==> config.mk <==
export PLATFORM = sky130hd
export DESIGN_NAME = cb_hdr_parser
export DESIGN_NICKNAME = d
export VERILOG_FILES = /design/src/rtl/cb_hdr_parser.sv
export SDC_FILE = /design/constraint.sdc
export NUM_CORES = 1
export LEC_CHECK = 0
export BUFFER_PORTS_ARGS = -buffer_cell sky130_fd_sc_hd__buf_2
export CORE_MARGIN = 4
export CORE_UTILIZATION = 40
export DETAILED_ROUTE_END_ITERATION = 10
export REMOVE_ABC_BUFFERS = 1
export SYNTH_ARGS = -nofsm -noshare
export SYNTH_HDL_FRONTEND = slang
export SYNTH_SLANG_ARGS = --single-unit
==> constraint.sdc <==
create_clock -name clk -period 5.6 [get_ports clk]
set_input_delay 0.28 -clock clk [delete_from_list [all_inputs] [get_ports clk]]
set_output_delay 0.28 -clock clk [all_outputs]
set_load 0.05 [all_outputs]
==> src/rtl/cb_hdr_parser.sv <==
// CB header parser: strips the 64-bit CB header from each AXI-Stream packet,
// publishes the decoded fields, checks type/sequence/length and forwards the payload.
module cb_hdr_parser #(
  parameter int         DATA_W      = 64,
  parameter logic [1:0] CB_HDR_TYPE = 2'b01,
  parameter int         CNT_W       = 32
) (
  input  logic              clk,
  input  logic              rst,
  input  logic [DATA_W-1:0] s_axis_tdata,
  input  logic              s_axis_tvalid,
  output logic              s_axis_tready,
  input  logic              s_axis_tlast,
  output logic [DATA_W-1:0] m_axis_tdata,
  output logic              m_axis_tvalid,
  input  logic              m_axis_tready,
  output logic              m_axis_tlast,
  output logic              hdr_valid,
  output logic [7:0]        hdr_tb_index,
  output logic [8:0]        hdr_seq_num,
  output logic [1:0]        hdr_tti,
  output logic              hdr_last_cb,
  output logic [15:0]       hdr_in_len,
  output logic [15:0]       hdr_out_len,
  output logic              sts_valid,
  output logic [3:0]        sts_err,
  output logic [CNT_W-1:0]  pkt_cnt,
  output logic [CNT_W-1:0]  err_cnt,
  output logic [1:0]        dbg_state
);

  // Handshake rule on both ports: a beat transfers on a cycle where valid and
  // ready are both high; a raised valid holds its data until that happens.

  typedef enum logic [1:0] {
    ST_IDLE    = 2'd0,
    ST_PAYLOAD = 2'd1,
    ST_DROP    = 2'd2
  } state_t;

  state_t      state, state_nxt;
  logic [11:0] exp_beats, exp_beats_nxt;
  logic [11:0] beat_cnt, beat_cnt_nxt;
  logic [11:0] cnt_inc;
  logic [11:0] hdr_beats;
  logic [3:0]  err_acc, err_acc_nxt;
  logic [3:0]  hdr_err;
  logic [3:0]  done_err;
  logic [8:0]  exp_seq;
  logic        seq_init;
  logic        s_hs, type_ok, seq_bad;
  logic        done, hdr_take, out_load, out_last;

  assign dbg_state = state;

  always_comb begin
    s_axis_tready = 1'b1;
    if (state == ST_PAYLOAD) s_axis_tready = !m_axis_tvalid || m_axis_tready;
    s_hs      = s_axis_tvalid && s_axis_tready;
    hdr_beats = 12'((17'(s_axis_tdata[47:32]) + 17'd63) >> 6);
    type_ok   = (s_axis_tdata[1:0] == CB_HDR_TYPE);
    seq_bad   = seq_init && (s_axis_tdata[24:16] != exp_seq);
    cnt_inc   = beat_cnt + 12'd1;
    hdr_err   = {1'b0, seq_bad, 2'b00};

    state_nxt     = state;
    exp_beats_nxt = exp_beats;
    beat_cnt_nxt  = beat_cnt;
    err_acc_nxt   = err_acc;
    done          = 1'b0;
    done_err      = err_acc;
    hdr_take      = 1'b0;
    out_load      = 1'b0;
    out_last      = 1'b0;

    case (state)
      ST_IDLE: begin
        if (s_hs) begin
          if (!type_ok) begin
            // Unknown header type: no field decode, no sequence tracking.
            if (s_axis_tlast) begin
              done     = 1'b1;
              done_err = 4'b1000;
            end else begin
              err_acc_nxt = 4'b1000;
              state_nxt   = ST_DROP;
            end
          end else begin
            hdr_take      = 1'b1;
            exp_beats_nxt = hdr_beats;
            beat_cnt_nxt  = 12'd0;
            if (s_axis_tlast) begin
              done     = 1'b1;
              done_err = hdr_err | ((hdr_beats != 12'd0) ? 4'b0010 : 4'b0000);
            end else if (hdr_beats == 12'd0) begin
              err_acc_nxt = hdr_err | 4'b0001;
              state_nxt   = ST_DROP;
            end else begin
              err_acc_nxt = hdr_err;
              state_nxt   = ST_PAYLOAD;
            end
          end
        end
      end
      ST_PAYLOAD: begin
        if (s_hs) begin
          out_load     = 1'b1;
          beat_cnt_nxt = cnt_inc;
          if (cnt_inc == exp_beats) begin
            out_last = 1'b1;
            if (s_axis_tlast) begin
              done      = 1'b1;
              state_nxt = ST_IDLE;
            end else begin
              err_acc_nxt = err_acc | 4'b0001;
              state_nxt   = ST_DROP;
            end
          end else if (s_axis_tlast) begin
            out_last  = 1'b1;
            done      = 1'b1;
            done_err  = err_acc | 4'b0010;
            state_nxt = ST_IDLE;
          end
        end
      end
      ST_DROP: begin
        if (s_hs && s_axis_tlast) begin
          done      = 1'b1;
          state_nxt = ST_IDLE;
        end
      end
      default: state_nxt = ST_IDLE;
    endcase
  end

  always_ff @(posedge clk) begin
    if (rst) begin
      state         <= ST_IDLE;
      exp_beats     <= '0;
      beat_cnt      <= '0;
      err_acc       <= '0;
      exp_seq       <= '0;
      seq_init      <= 1'b0;
      m_axis_tdata  <= '0;
      m_axis_tvalid <= 1'b0;
      m_axis_tlast  <= 1'b0;
      hdr_valid     <= 1'b0;
      hdr_tb_index  <= '0;
      hdr_seq_num   <= '0;
      hdr_tti       <= '0;
      hdr_last_cb   <= 1'b0;
      hdr_in_len    <= '0;
      hdr_out_len   <= '0;
      sts_valid     <= 1'b0;
      sts_err       <= '0;
      pkt_cnt       <= '0;
      err_cnt       <= '0;
    end else begin
      state     <= state_nxt;
      exp_beats <= exp_beats_nxt;
      beat_cnt  <= beat_cnt_nxt;
      err_acc   <= err_acc_nxt;

      hdr_valid <= hdr_take;
      if (hdr_take) begin
        // Expected sequence resyncs to the received value even on a mismatch.
        exp_seq      <= s_axis_tdata[24:16] + 9'd1;
        seq_init     <= 1'b1;
        hdr_tb_index <= s_axis_tdata[15:8];
        hdr_seq_num  <= s_axis_tdata[24:16];
        hdr_tti      <= s_axis_tdata[5:4];
        hdr_last_cb  <= s_axis_tdata[3];
        hdr_in_len   <= s_axis_tdata[47:32];
        hdr_out_len  <= s_axis_tdata[63:48];
      end

      sts_valid <= done;
      if (done) begin
        sts_err <= done_err;
        pkt_cnt <= pkt_cnt + CNT_W'(1);
        if (done_err != 4'b0000) err_cnt <= err_cnt + CNT_W'(1);
      end

      if (out_load) begin
        m_axis_tvalid <= 1'b1;
        m_axis_tdata  <= s_axis_tdata;
        m_axis_tlast  <= out_last;
      end else if (m_axis_tready) begin
        m_axis_tvalid <= 1'b0;
      end
    end
  end

endmodule

; ---- Word-level counts from Yosys, hierarchy flattened
; Cells that the tools add are included.
[word_totals]
out_inout_bits = 191
elab_cells = 108
ff_bits = 227
input_bits = 69
[classes]
n_reduce_logical = 18
muxes = 48
n_bitwise = 3
addsub = 5
eq_ne = 13
[op_table]
columns = op, count
row1 = $add 32x1->32 const B, 2
row2 = $mux 12, 3
row3 = $mux 4, 8
row4 = $mux 2, 14
row5 = $pmux 12 s2, 1
row6 = $mux 1, 18
row7 = $add 16x6->17 const B, 1
row8 = $pmux 4 s2, 2
row9 = $add 12x1->12 const B, 1
row10 = $eq 12x11->1, 1
row11 = $logic_not 12->1, 1
row12 = $ne 2x2->1 const B, 6
row13 = $reduce_bool 12->1, 1
row14 = $add 9x1->9 const B, 1
row15 = $ne 9x9->1, 1
row16 = $reduce_and 4->1, 2
row17 = $pmux 2 s3, 1
row18 = $reduce_and 6->1, 1
row19 = $reduce_and 5->1, 1
row20 = $eq 2x1->1 const B, 2
row21 = $reduce_bool 2->1, 2
row22 = $reduce_bool 4->1, 1
row23 = $logic_and 1x1->1, 3
row24 = $ne 3x2->1 const B, 1
row25 = 11 further kinds, 12

; ---- Logic depth before layout (Yosys ltp)
; Gate-level depths: netlist (run 1).
[logic_depth]
depth_word = 10
depth_mapped = 12
ltp_nobuf = 9

; ---- Least setup slack after synthesis (run 1)
; No wires, ideal clock.
[synth_path]
path_kind = flip-flop to flip-flop
start = register err_cnt[11]
end = register err_cnt[29]
slack_ps = 2797
stages_incl_launch_ff = 8
t_arrival_ps = 2733
n_path_buf = 0
required_ps = 5530
path_cell_list = dfxtp_1 > and4_1 > and4_1 > nand4_1 > or2_1 > or4_1 > or4_1 > a21oi_1
[synth_via]
elab_chain_len = 1
[synth_lines]
columns = element, line_no
row1 = "start, declared", 28  ; output logic [CNT_W-1:0] err_cnt,
row2 = "start signal, assigned", 181  ; if (done_err != 4'b0000) err_cnt <= err_cnt + CNT_W'(1);
row3 = $add 32x1->32, 181
; No other way between the ends.
; A chain may end at the register's enable or synchronous reset.

; ---- Worst setup path in the final report (run 1)
[layout_path]
start = register beat_cnt[0]
end = register err_cnt[18]
[layout_via]
elab_chain_len = 7
[layout_lines]
columns = element, line_no
row1 = "start, declared", 43  ; logic [11:0] beat_cnt, beat_cnt_nxt;
row2 = "start signal, assigned", 161  ; beat_cnt <= beat_cnt_nxt;
row3 = $add 12x1->12, 63  ; cnt_inc = beat_cnt + 12'd1;
row4 = $eq 12x11->1, 109  ; if (cnt_inc == exp_beats) begin
row5 = $mux 2, 109
row6 = $mux 2, 106  ; if (s_hs) begin
row7 = $pmux 4 s2, 76  ; case (state)
row8 = $reduce_bool 4->1, 181
row9 = $reduce_and 2->1 (no line), n/a
; No other way between the ends.

==> results.md, run 1 <==
* 1st-iter DRT viols at 735
* Clk root buf: clkbuf_16
* Clk_lat worst skew at approximately 0.53 ns
* DRC at 0
* Pleak at a little under 5 nW
* Worst min-delay path category: primary input to flip-flop
* PwrDens at 300 nW/um^2
* Critical path class: flip-flop to flip-flop
* TritonCTS clock tree: done
* Sequential fraction of design power at between 40% and 50%
* Final worst path period need at ~3.2 ns
* Maxcap violations at 0
* Die width at ~160 um
* Chip height at roughly 160 um
* Post-synth EDFFs at 0
* Share of the synthesized area in the top cell type at a little under half
* Final setup fails at 0
* Peak supply drop at approximately 250 uV
* Sw frac at around a quarter
* Largest area contributor in the synthesized netlist: dfxtp_1
* Antenna Cells at 0
* GRT Resource Usage Total at 20.0%
* Share of synthesized registers carrying an async set or reset at 0%
* Worst reg2reg path depth at 9
* Die area at approximately 27,000 um^2
* Vias in the first global route at 8,770
* Internal reg-to-reg setup slack at ~2.4 ns
* HPWL Detailed at around 19,000 um
* DR WL/cell at 15.7 um
* Tcrit/Tclk final at between 50 and 60%
* Worst Path Arrival at roughly 3.6 ns
* Grt total ovfl at 0
* Slew @ Worst Pin at approximately 1.1 ns
* Clock Path Buffers at 3
* Clock transition at path regs at roughly 0.060 ns
* Startpoint types: flip-flop
* Sw Pwr at 940 uW
* Combinational Power Share at 9.3%
* Initial core utilization at 41.1%
* CP Max Fanout at 63
* Via count at 9,473
* Max-slew violations at 0
* Dominant synthesized flop cell: dfxtp_1
* Multi-input gate area at about 4900 um^2
* Core Rows at between 50 and 60
* Post-DRT Antenna Nets at 0
* Num CTS Buffers at 26
* Synth warn at 0
* IO Pins at 260
* WHS Path Cells at 3
* TritonRoute pass-1 iters at 5
* Initial antenna violation count at 0
* Synth Register Bits at 226
* Cell internal pwr at between 2 and 3 mW
* Worst slack, placed at about 2.5 ns
* # fillers at about 2,400
* Nets at 1,540
* First-pass GRT wire length at about 45,000 um
* Syn_area_per_cell at 7.94 um^2
* Hold EP: m_axis_tdata[4]
* Hold Crit Start: s_axis_tdata[4]
* Setup bufs post-CTS at 0
* Final WS setup at 2.45 ns
* Register area share after synthesis at between 40 and 50%
* Core ar. at roughly 24,000 um^2
* Fmax at 317 MHz
* Unrepaired setup endpoints after global routing: false
* Cell Area, Synth at 9740 um^2
* CTS H-tree depth at 1
* Reg2reg end: err_cnt[18]
* Yosys cell types at 57
* Endpoints failing hold at 0
* Ranking of synthesized cells by area: dfxtp_1 46%, nand2_1 11%, a21oi_1 8.9%
* Pin count of the biggest net entering global routing at 98
* Area growth, synth to finish at 27.4%
* Clock skew at 0.0159 ns
* IO Port Bufs at 259
* Max_slew headroom at between 20% and 30%
* Syn Inst Count at 1,226
* Clk pwr share at between 40% and 50%
* Via-to-Cell Ratio at about 5.2
* Worst flop-to-flop path startpoint: beat_cnt[0]
* Setup TNS at 0 ns
* Routability cong. at roughly 0.79
* Status: completed
* Req. time, crit path at roughly 6.0 ns
* Total wire length at 28,400 um
* FF/Latch Area at around 4500 um^2
* Layout cells sized above 1 at between 20 and 25%
* CTS sink count at between 200 and 250
* CP endpoint kind: flip-flop
[cell type report]
cell class / count / area share, %
multi-input combinational: 904 / 39.1
tap: 319 / 3.22
inverter: 7 / 0.212
clock buffer: 38 / 6.17
sequential: 226 / 36.5
timing repair buffer: 302 / 13.9
clock inverter: 10 / 0.918
[sequential cells by signal, indices dropped and copies added, names as in the netlist]
register,count
hdr_valid,1
err_cnt,32
exp_beats,11
seq_init,1
dbg_state,2
hdr_out_len,16
hdr_last_cb,1
m_axis_tlast,1
sts_valid,1
m_axis_tdata,64
pkt_cnt,32
beat_cnt,12
m_axis_tvalid,1
hdr_seq_num,9
err_acc,3
sts_err,4
exp_seq,9
hdr_tti,2
hdr_in_len,16
hdr_tb_index,8
[layer usage]
| layer | GRT usage (%) | vias up | share of wire (%) |
|---|---|---|---|
| li1 | - | 4737 | - |
| met3 | 5.45 | 39 | 7.2 |
| met5 | 0 | - | 0 |
| met1 | 26.6 | 4450 | 45 |
| met4 | 4.88 | 0 | 2.2 |
| met2 | 32.6 | 247 | 46 |
[how the worst max path moves through the flow]
stage                       from  cells after the start          end
floorplan           dbg_state[0]                      8  err_cnt[18]
global placement     beat_cnt[0]                      9  err_cnt[18]
detailed placement   beat_cnt[0]                      9  err_cnt[18]
CTS                  beat_cnt[0]                      9  err_cnt[18]
global route         beat_cnt[0]                      9  err_cnt[18]
finish               beat_cnt[0]                      9  err_cnt[18]
[synthesized netlist by cell type, drive strengths merged (2+ instances only)]
cell type,n
buf,19
nand2,283
o31ai,27
dfxtp,226
nor2,90
o21ai,20
a31oi,4
mux2i,2
nand3b,2
or4b,2
or3,9
nor3,15
a211oi,19
nand4,19
a21oi,174
nor4,10
or4,29
o41ai,2
nor4b,3
nand4b,2
clkbuf,70
xnor2,29
and4,7
inv,7
a311oi,6
ha,4
and3,19
xor2,32
and2,7
nand2b,9
nand3,53
nor2b,7
[critical path: stages, from the launching register on]
cell and delay (ns):
dfxtp_1 0.46, ha_1 0.35, and3_1 0.24, and3_1 0.22, xnor2_1 0.08, o221a_2 0.25, and4_1 0.27, o21a_4 0.40
nor4b_1 0.37, mux2_2 0.37
[power by group through the flow]
| stage | logic [mW] | registers (mW) | clock network, mW |
|---|---|---|---|
| floorplan | 0.113 | 1.77 | 0 |
| global placement | 0.324 | 1.69 | 0 |
| detailed placement | 0.326 | 1.70 | 0 |
| CTS | 0.348 | 1.66 | 1.76 |
| global route | 0.375 | 1.66 | 1.82 |
| finish | 0.346 | 1.66 | 1.71 |
[repair_timing]
| action | CTS | global route |
|---|---|---|
| hold buffers | 38 | 0 |
| resized for setup | 0 | 0 |
| endpoints found under the hold margin | 64 | 0 |
[cells in the final DEF (no fill, tap or decap), drive strengths merged, types with 27 or more instances in the layout]
master,Yosys,final
a21oi,174,174
buf,19,264
clkbuf,70,38
dfxtp,226,226
dlygate4sd3,0,38
nand2,283,283
nand3,53,53
nor2,90,90
o31ai,27,27
or4,29,29
xnor2,29,29
xor2,32,32
[metrics by stage]
stage / hold WS, ns / area (um^2) / power, mW / std cells / utilization, %
2_1_floorplan: 0.349 / 9370 / 1.88 / 1137 / -
3_3_place_gp: 0.437 / 11100 / 2.02 / 1720 / 47.0
3_5_place_dp: 0.444 / 11100 / 2.02 / 1720 / 47.0
4_1_cts: 0.000741 / 12400 / 3.76 / 1806 / 52.4
5_1_grt: 0.0149 / 12400 / 3.86 / 1806 / 52.4
6_report: 0.0181 / 12400 / 3.72 / 1806 / 52.4
[cell families (layout without fill, tap and decap cells)]
| group | Yosys count | count (layout) | share of synthesized area [%] |
|---|---|---|---|
| AO/OA/AOI/OAI | 267 | 267 | 16.2 |
| XOR/XNOR | 61 | 61 | 5.49 |
| adder cells (fa/ha/maj) | 4 | 4 | 0.514 |
| buffers and inverters | 96 | 357 | 4.05 |
| flip-flops | 226 | 226 | 46.5 |
| multiplexers | 3 | 3 | 0.321 |
| AND/OR/NAND/NOR | 569 | 569 | 27.0 |
No activity file was read; power rests on OpenSTA's default activity.
==> run 2: changes to the inputs <==
==> constraint.sdc (replaced) <==
create_clock -name clk -period 3.3 [get_ports clk]
set_input_delay 0.165 -clock clk [delete_from_list [all_inputs] [get_ports clk]]
set_output_delay 0.165 -clock clk [all_outputs]
set_load 0.05 [all_outputs]
==> results.md, run 2 (synthesized netlist as in run 1, its figures left out) <==
* FF/Latch Area at 4520 um^2
* Clk root buf: clkbuf_16
* Routability cong. at 0.830
* Pin count of the biggest net entering global routing at between 100 and 150
* Status: completed
* Die width at roughly 160 um
* Clk_lat worst skew at around 0.54 ns
* Commonest cells after routing, fill and taps aside: 282 x nand2_1, 258 x buf_2, 226 x dfxtp_1, 174 x a21oi_1, 89 x nor2_1
* Peak supply drop at ~360 uV
* HPWL Detailed at 19,400 um
* Largest regs: m_axis_tdata x64, err_cnt x32, pkt_cnt x32
* Most common cell after layout, fill and taps aside: nand2_1
* Initial core utilization at 41.1%
* Die area at roughly 27,000 um^2
* IO Pins at 260
* Post-Layout Cell Count at around 1,800
* Top reg by flops: m_axis_tdata
* Internal reg-to-reg setup slack at about 0.26 ns
* CTS H-tree depth at 1
* DRC at 0
* Total wire length at 29,000 um
* Slew @ Worst Pin at 0.972 ns
* Core Rows at 56
* Fmax at around 330 MHz
* Worst Path Arrival at 3.48 ns
* Endpoints failing hold at 0
* Unrepaired setup endpoints after global routing: false
* Tcrit/Tclk final at ~90%
* Area growth, synth to finish at 30.7%
* Max-slew violations at 0
* CP Max Fanout at 29
* Initial antenna violation count at 1
* Final worst path period need at 3.04 ns
* # fillers at about 2,300
* Clock skew at 0.0342 ns
* Maxcap violations at 0
* Chip height at 164 um
* Pleak at around 5 nW
* Max reg flops at 64
* Critical path class: flip-flop to flip-flop
* DR WL/cell at between 15 and 20 um
* 1st-iter DRT viols at just over 600
* CTS sink count at between 200 and 250
* Max_slew headroom at about a third
* Final setup fails at 0
* Nets at 1,577
* CP endpoint kind: flip-flop
* PwrDens at 488 nW/um^2
* Via count at ~9,500
* Num CTS Buffers at 26
* Setup bufs post-CTS at 0
* Post-DRT Antenna Nets at 0
* Worst min-delay path category: primary input to flip-flop
* Via-to-Cell Ratio at ~5.2
* Vias in the first global route at slightly above 9,000
* First-pass GRT wire length at about 46,000 um
* Layout cells sized above 1 at 21.4%
* Grt total ovfl at 0
* Final core occ at 53.7%
* TritonRoute pass-1 iters at 5
* Core ar. at roughly 24,000 um^2
* GRT Resource Usage Total at between 20% and 30%
* IO Port Bufs at between 200 and 300
* TritonCTS clock tree: done
* Clock transition at path regs at roughly 0.060 ns
* Multi-input gate area at a little under 5000 um^2
* Startpoint types: flip-flop
* Req. time, crit path at around 3.7 ns
* Clock Path Buffers at 3
* Number of instances in the placed design at approximately 1,700
run 2: final cells by class:
cell class	instances	share of cell area, %
Clock buffer	43	6.24
Multi-Input combinational cell	904	38.1
Timing Repair Buffer	339	16.4
Tap cell	319	3.14
Antenna cell	2	0.0393
Sequential cell	226	35.6
Inverter	7	0.206
Clock inverter	3	0.275
run 2: repair_timing:
| item | 4_1_cts | 5_1_grt |
|---|---|---|
| hold buffers | 64 | 0 |
| gates resized for setup | 0 | 0 |
| endpoints found under the hold margin | 117 | 0 |
run 2: per-stage QoR:
| step | setup slack (ns) | hold slack [ns] | power [mW] | setup TNS, ns | cell area [um^2] |
|---|---|---|---|---|---|
| finish | 0.259 | 0.0933 | 6.22 | 0 | 12700 |
| global route | 0.0122 | 0.102 | 6.44 | 0 | 12700 |
| CTS | 0.261 | 0.0744 | 6.28 | 0 | 12700 |
| detailed placement | 0.306 | 0.412 | 3.45 | 0 | 11200 |
| global placement | 0.389 | 0.405 | 3.44 | 0 | 11200 |
| floorplan | -0.708 | 0.234 | 3.20 | -39.51 | 9370 |
run 2: worst max-delay path: stages, from the launching register on:
cell and delay (ns):
dfxtp_1 0.41, ha_1 0.32, nand4_1 0.18, nor3_1 0.38, xnor2_1 0.17, nor2_1 0.05
and4_1 0.25, o21a_4 0.32, buf_4 0.23, or4b_1 0.48, a21oi_1 0.15
run 2: final timing paths:
check	startpoint	to	depth (start not counted)
setup / recovery	beat_cnt[1]	err_cnt[21]	10
hold / removal	s_axis_tvalid	dbg_state[1]	3
setup reg to reg	beat_cnt[1]	err_cnt[21]	10
hold reg to reg	hdr_in_len[13]	hdr_in_len[13]	2
run 2: layer usage:
metal	GRT usage [%]	share of wire [%]	up-vias
met5	0	0	-
met4	5.72	2.4	0
met3	5.35	7.3	53
met2	33.9	46	273
met1	27.3	44	4409
li1	-	-	4814
run 2: power breakdown:
group / switching (mW) / internal [mW] / total (mW)
combinational: 0.422 / 0.206 / 0.628
sequential: 0.0351 / 2.78 / 2.82
clock: 1.13 / 1.64 / 2.77
==> run 3: changes to the inputs <==
--- a/config.mk
+++ b/config.mk
@@ -6,10 +6,10 @@
 export NUM_CORES = 1
 export LEC_CHECK = 0
 export BUFFER_PORTS_ARGS = -buffer_cell sky130_fd_sc_hd__buf_2
-export CORE_MARGIN = 4
 export CORE_UTILIZATION = 40
 export DETAILED_ROUTE_END_ITERATION = 10
 export REMOVE_ABC_BUFFERS = 1
+export SETUP_SLACK_MARGIN = 0.5
 export SYNTH_ARGS = -nofsm -noshare
 export SYNTH_HDL_FRONTEND = slang
 export SYNTH_SLANG_ARGS = --single-unit
==> results.md, run 3 (synthesized netlist as in run 1, its figures left out) <==
* Status: completed
* Final WS setup at around 0.62 ns
* PwrDens at just under 500 nW/um^2
* Core ar. at between 20,000 and 25,000 um^2
* Vias in the first global route at 8,826
* Hold WS at 0.0630 ns
* Total Power at approximately 6.3 mW
* Initial core utilization at 41.1%
* TritonCTS clock tree: done
* Area growth, synth to finish at 32.2%
* Worst slack, placed at 0.208 ns
* First-pass GRT wire length at approximately 45,000 um
* Unrepaired setup endpoints after global routing: true
* Clock transition at path regs at ~0.060 ns
* Number of instances in the placed design at about 1,700
* Clk root buf: clkbuf_16
* Worst Path Arrival at about 3.1 ns
* Maxcap violations at 0
* Sequential fraction of design power at between 40 and 50%
* Hold Crit Start: s_axis_tvalid
* Clk pwr share at a little under half
* Nets at 1,581
* Clock Path Buffers at 3
* Max_slew headroom at about two fifths
* Clk_lat worst skew at approximately 0.53 ns
* Total wire length at between 20,000 and 30,000 um
* Req. time, crit path at 3.75 ns
* Die area at about 25,000 um^2
* Tcrit/Tclk final at approximately four fifths
* Critical path class: flip-flop to flip-flop
* Reg2reg end: err_cnt[3]
* Most common cell after layout, fill and taps aside: nand2_1
* Max-slew violations at 0
* Cell internal pwr at around 4.7 mW
* Grt total ovfl at 0
* Design area at between 10,000 and 15,000 um^2
* Chip height at approximately 160 um
* Via count at just under 10,000
* Post-Layout Cell Count at roughly 1,800
* Sw frac at 25.4%
* Peak supply drop at just under 400 uV
* WHS Path Cells at 3
* DRC at 0
* Layout cells sized above 1 at a little under a quarter
* DR WL/cell at around 16 um
* Final setup fails at 0
* Internal reg-to-reg setup slack at 0.62 ns
* Slew @ Worst Pin at between 0.9 and 1 ns
* Via-to-Cell Ratio at 5.23
* Worst path max stage delay at 0.47 ns
* Top reg by flops: m_axis_tdata
* CP endpoint kind: flip-flop
* IO Pins at between 200 and 300
* IO Port Bufs at about 260
* Startpoint types: flip-flop
* TritonRoute pass-1 iters at 7
* Combinational Power Share at 10.1%
* Sw Pwr at between 1.5 and 2 mW
* Crit-path cells: ha_4, and3_1, and3_1, xnor2_1, o221a_2, and4_4, o21a_4, buf_4, or4_1, a21oi_1
* CP Max Fanout at 8
* Hold EP: dbg_state[1]
* 1st-iter DRT viols at 674
* Commonest cells after routing, fill and taps aside: 282 x nand2_1, 258 x buf_2, 219 x dfxtp_1, 172 x a21oi_1, 88 x nor2_1
* Die width at ~160 um
* Initial antenna violation count at 0
* Final worst path period need at 2.68 ns
* Pleak at around 5.0 nW
* Routability cong. at roughly 0.8
* Largest regs: m_axis_tdata x64, err_cnt x32, pkt_cnt x32
* Worst flop-to-flop path startpoint: beat_cnt[0]
* Worst min-delay path category: primary input to flip-flop
* Num CTS Buffers at 26
* Max reg flops at 64
* Fmax at 373 MHz
* Cell Area, Placed at ~11,000 um^2
* Antenna Cells at 0
* Endpoints failing hold at 0
* GRT Resource Usage Total at roughly 22%
* Worst reg2reg path depth at 10
* Post-DRT Antenna Nets at 0
* CTS H-tree depth at 1
* CTS sink count at 226
* HPWL Detailed at 18,300 um
* Worst path slowest cell: or4_1
* Clock skew at around 0.016 ns
* Pin count of the biggest net entering global routing at 96
* Most used cell, CP: and3_1
* Core Rows at 56
==> run 3: cell types whose count changed in the layout (fill, tap and decap cells not counted), sizes merged, moves of 2 or more <==
cell	change
buf	+2
diode	-2
clkbuf	-5
clkinv	+3
o21a	+2
==> run 3: cell type report <==
class	count	area, um^2
fillers	2300	10800
multi-input cells	906	4920
flip-flops and latches	226	4540
repair buffers	341	2120
clock buffers	38	796
well taps	319	399
clock inverters	6	68.8
inverters	7	26.3
==> run 3: how the worst max path moves through the flow <==
stage	from	endpoint	slack (ns)	cells past startpoint
6_report	beat_cnt[0]	err_cnt[3]	0.62	10
5_1_grt	beat_cnt[0]	err_cnt[13]	0.47	10
4_1_cts	m_axis_tvalid	pkt_cnt[22]	0.53	7
3_5_place_dp	beat_cnt[0]	err_cnt[17]	0.21	10
3_3_place_gp	beat_cnt[0]	err_cnt[11]	0.32	10
2_1_floorplan	dbg_state[0]	err_cnt[18]	-0.71	8
==> run 3: power by group through the flow <==
stage                     clock [mW]  sequential, mW  combinational [mW]
after global placement             0            2.87               0.560
after floorplan                    0            3.01               0.192
after detailed placement           0            2.88               0.565
after global routing            3.07            2.82               0.696
after CTS                       2.95            2.82               0.638
final                           2.88            2.82               0.642
==> run 3: what timing repair did <==
action | in CTS | in global routing
pin swaps | 1 | 4
gates cloned | 1 | 1
hold buffers | 64 | 0
hold endpoints to repair | 115 | 0
gates resized for setup | 8 | 15
setup buffers | 2 | 2
setup endpoints to repair | 30 | 33
==> run 3: per-layer routing <==
layer	part of all wire (%)	global-route usage (%)	vias to the layer above
met5	0	0	-
met4	1.3	4.85	0
met3	7.6	5.15	31
met2	45	35.4	303
met1	46	30.2	4483
li1	-	-	4823
==> run 3: worst max-delay path, delay by kind of cell (launching register included) <==
kind,cells,cell delay [ns]
AO/OA/AOI/OAI,3,0.62
adder cells (fa/ha/maj),1,0.19
buffers and inverters,1,0.16
flip-flops,1,0.38
XOR/XNOR,1,0.13
AND/OR/NAND/NOR,4,1.11
==> run 3: stage by stage <==
stage          util, %  TNS [ns]
2_1_floorplan        -    -39.51
3_3_place_gp      47.5         0
3_5_place_dp      47.5         0
4_1_cts           54.0         0
5_1_grt           54.3         0
6_report          54.3         0
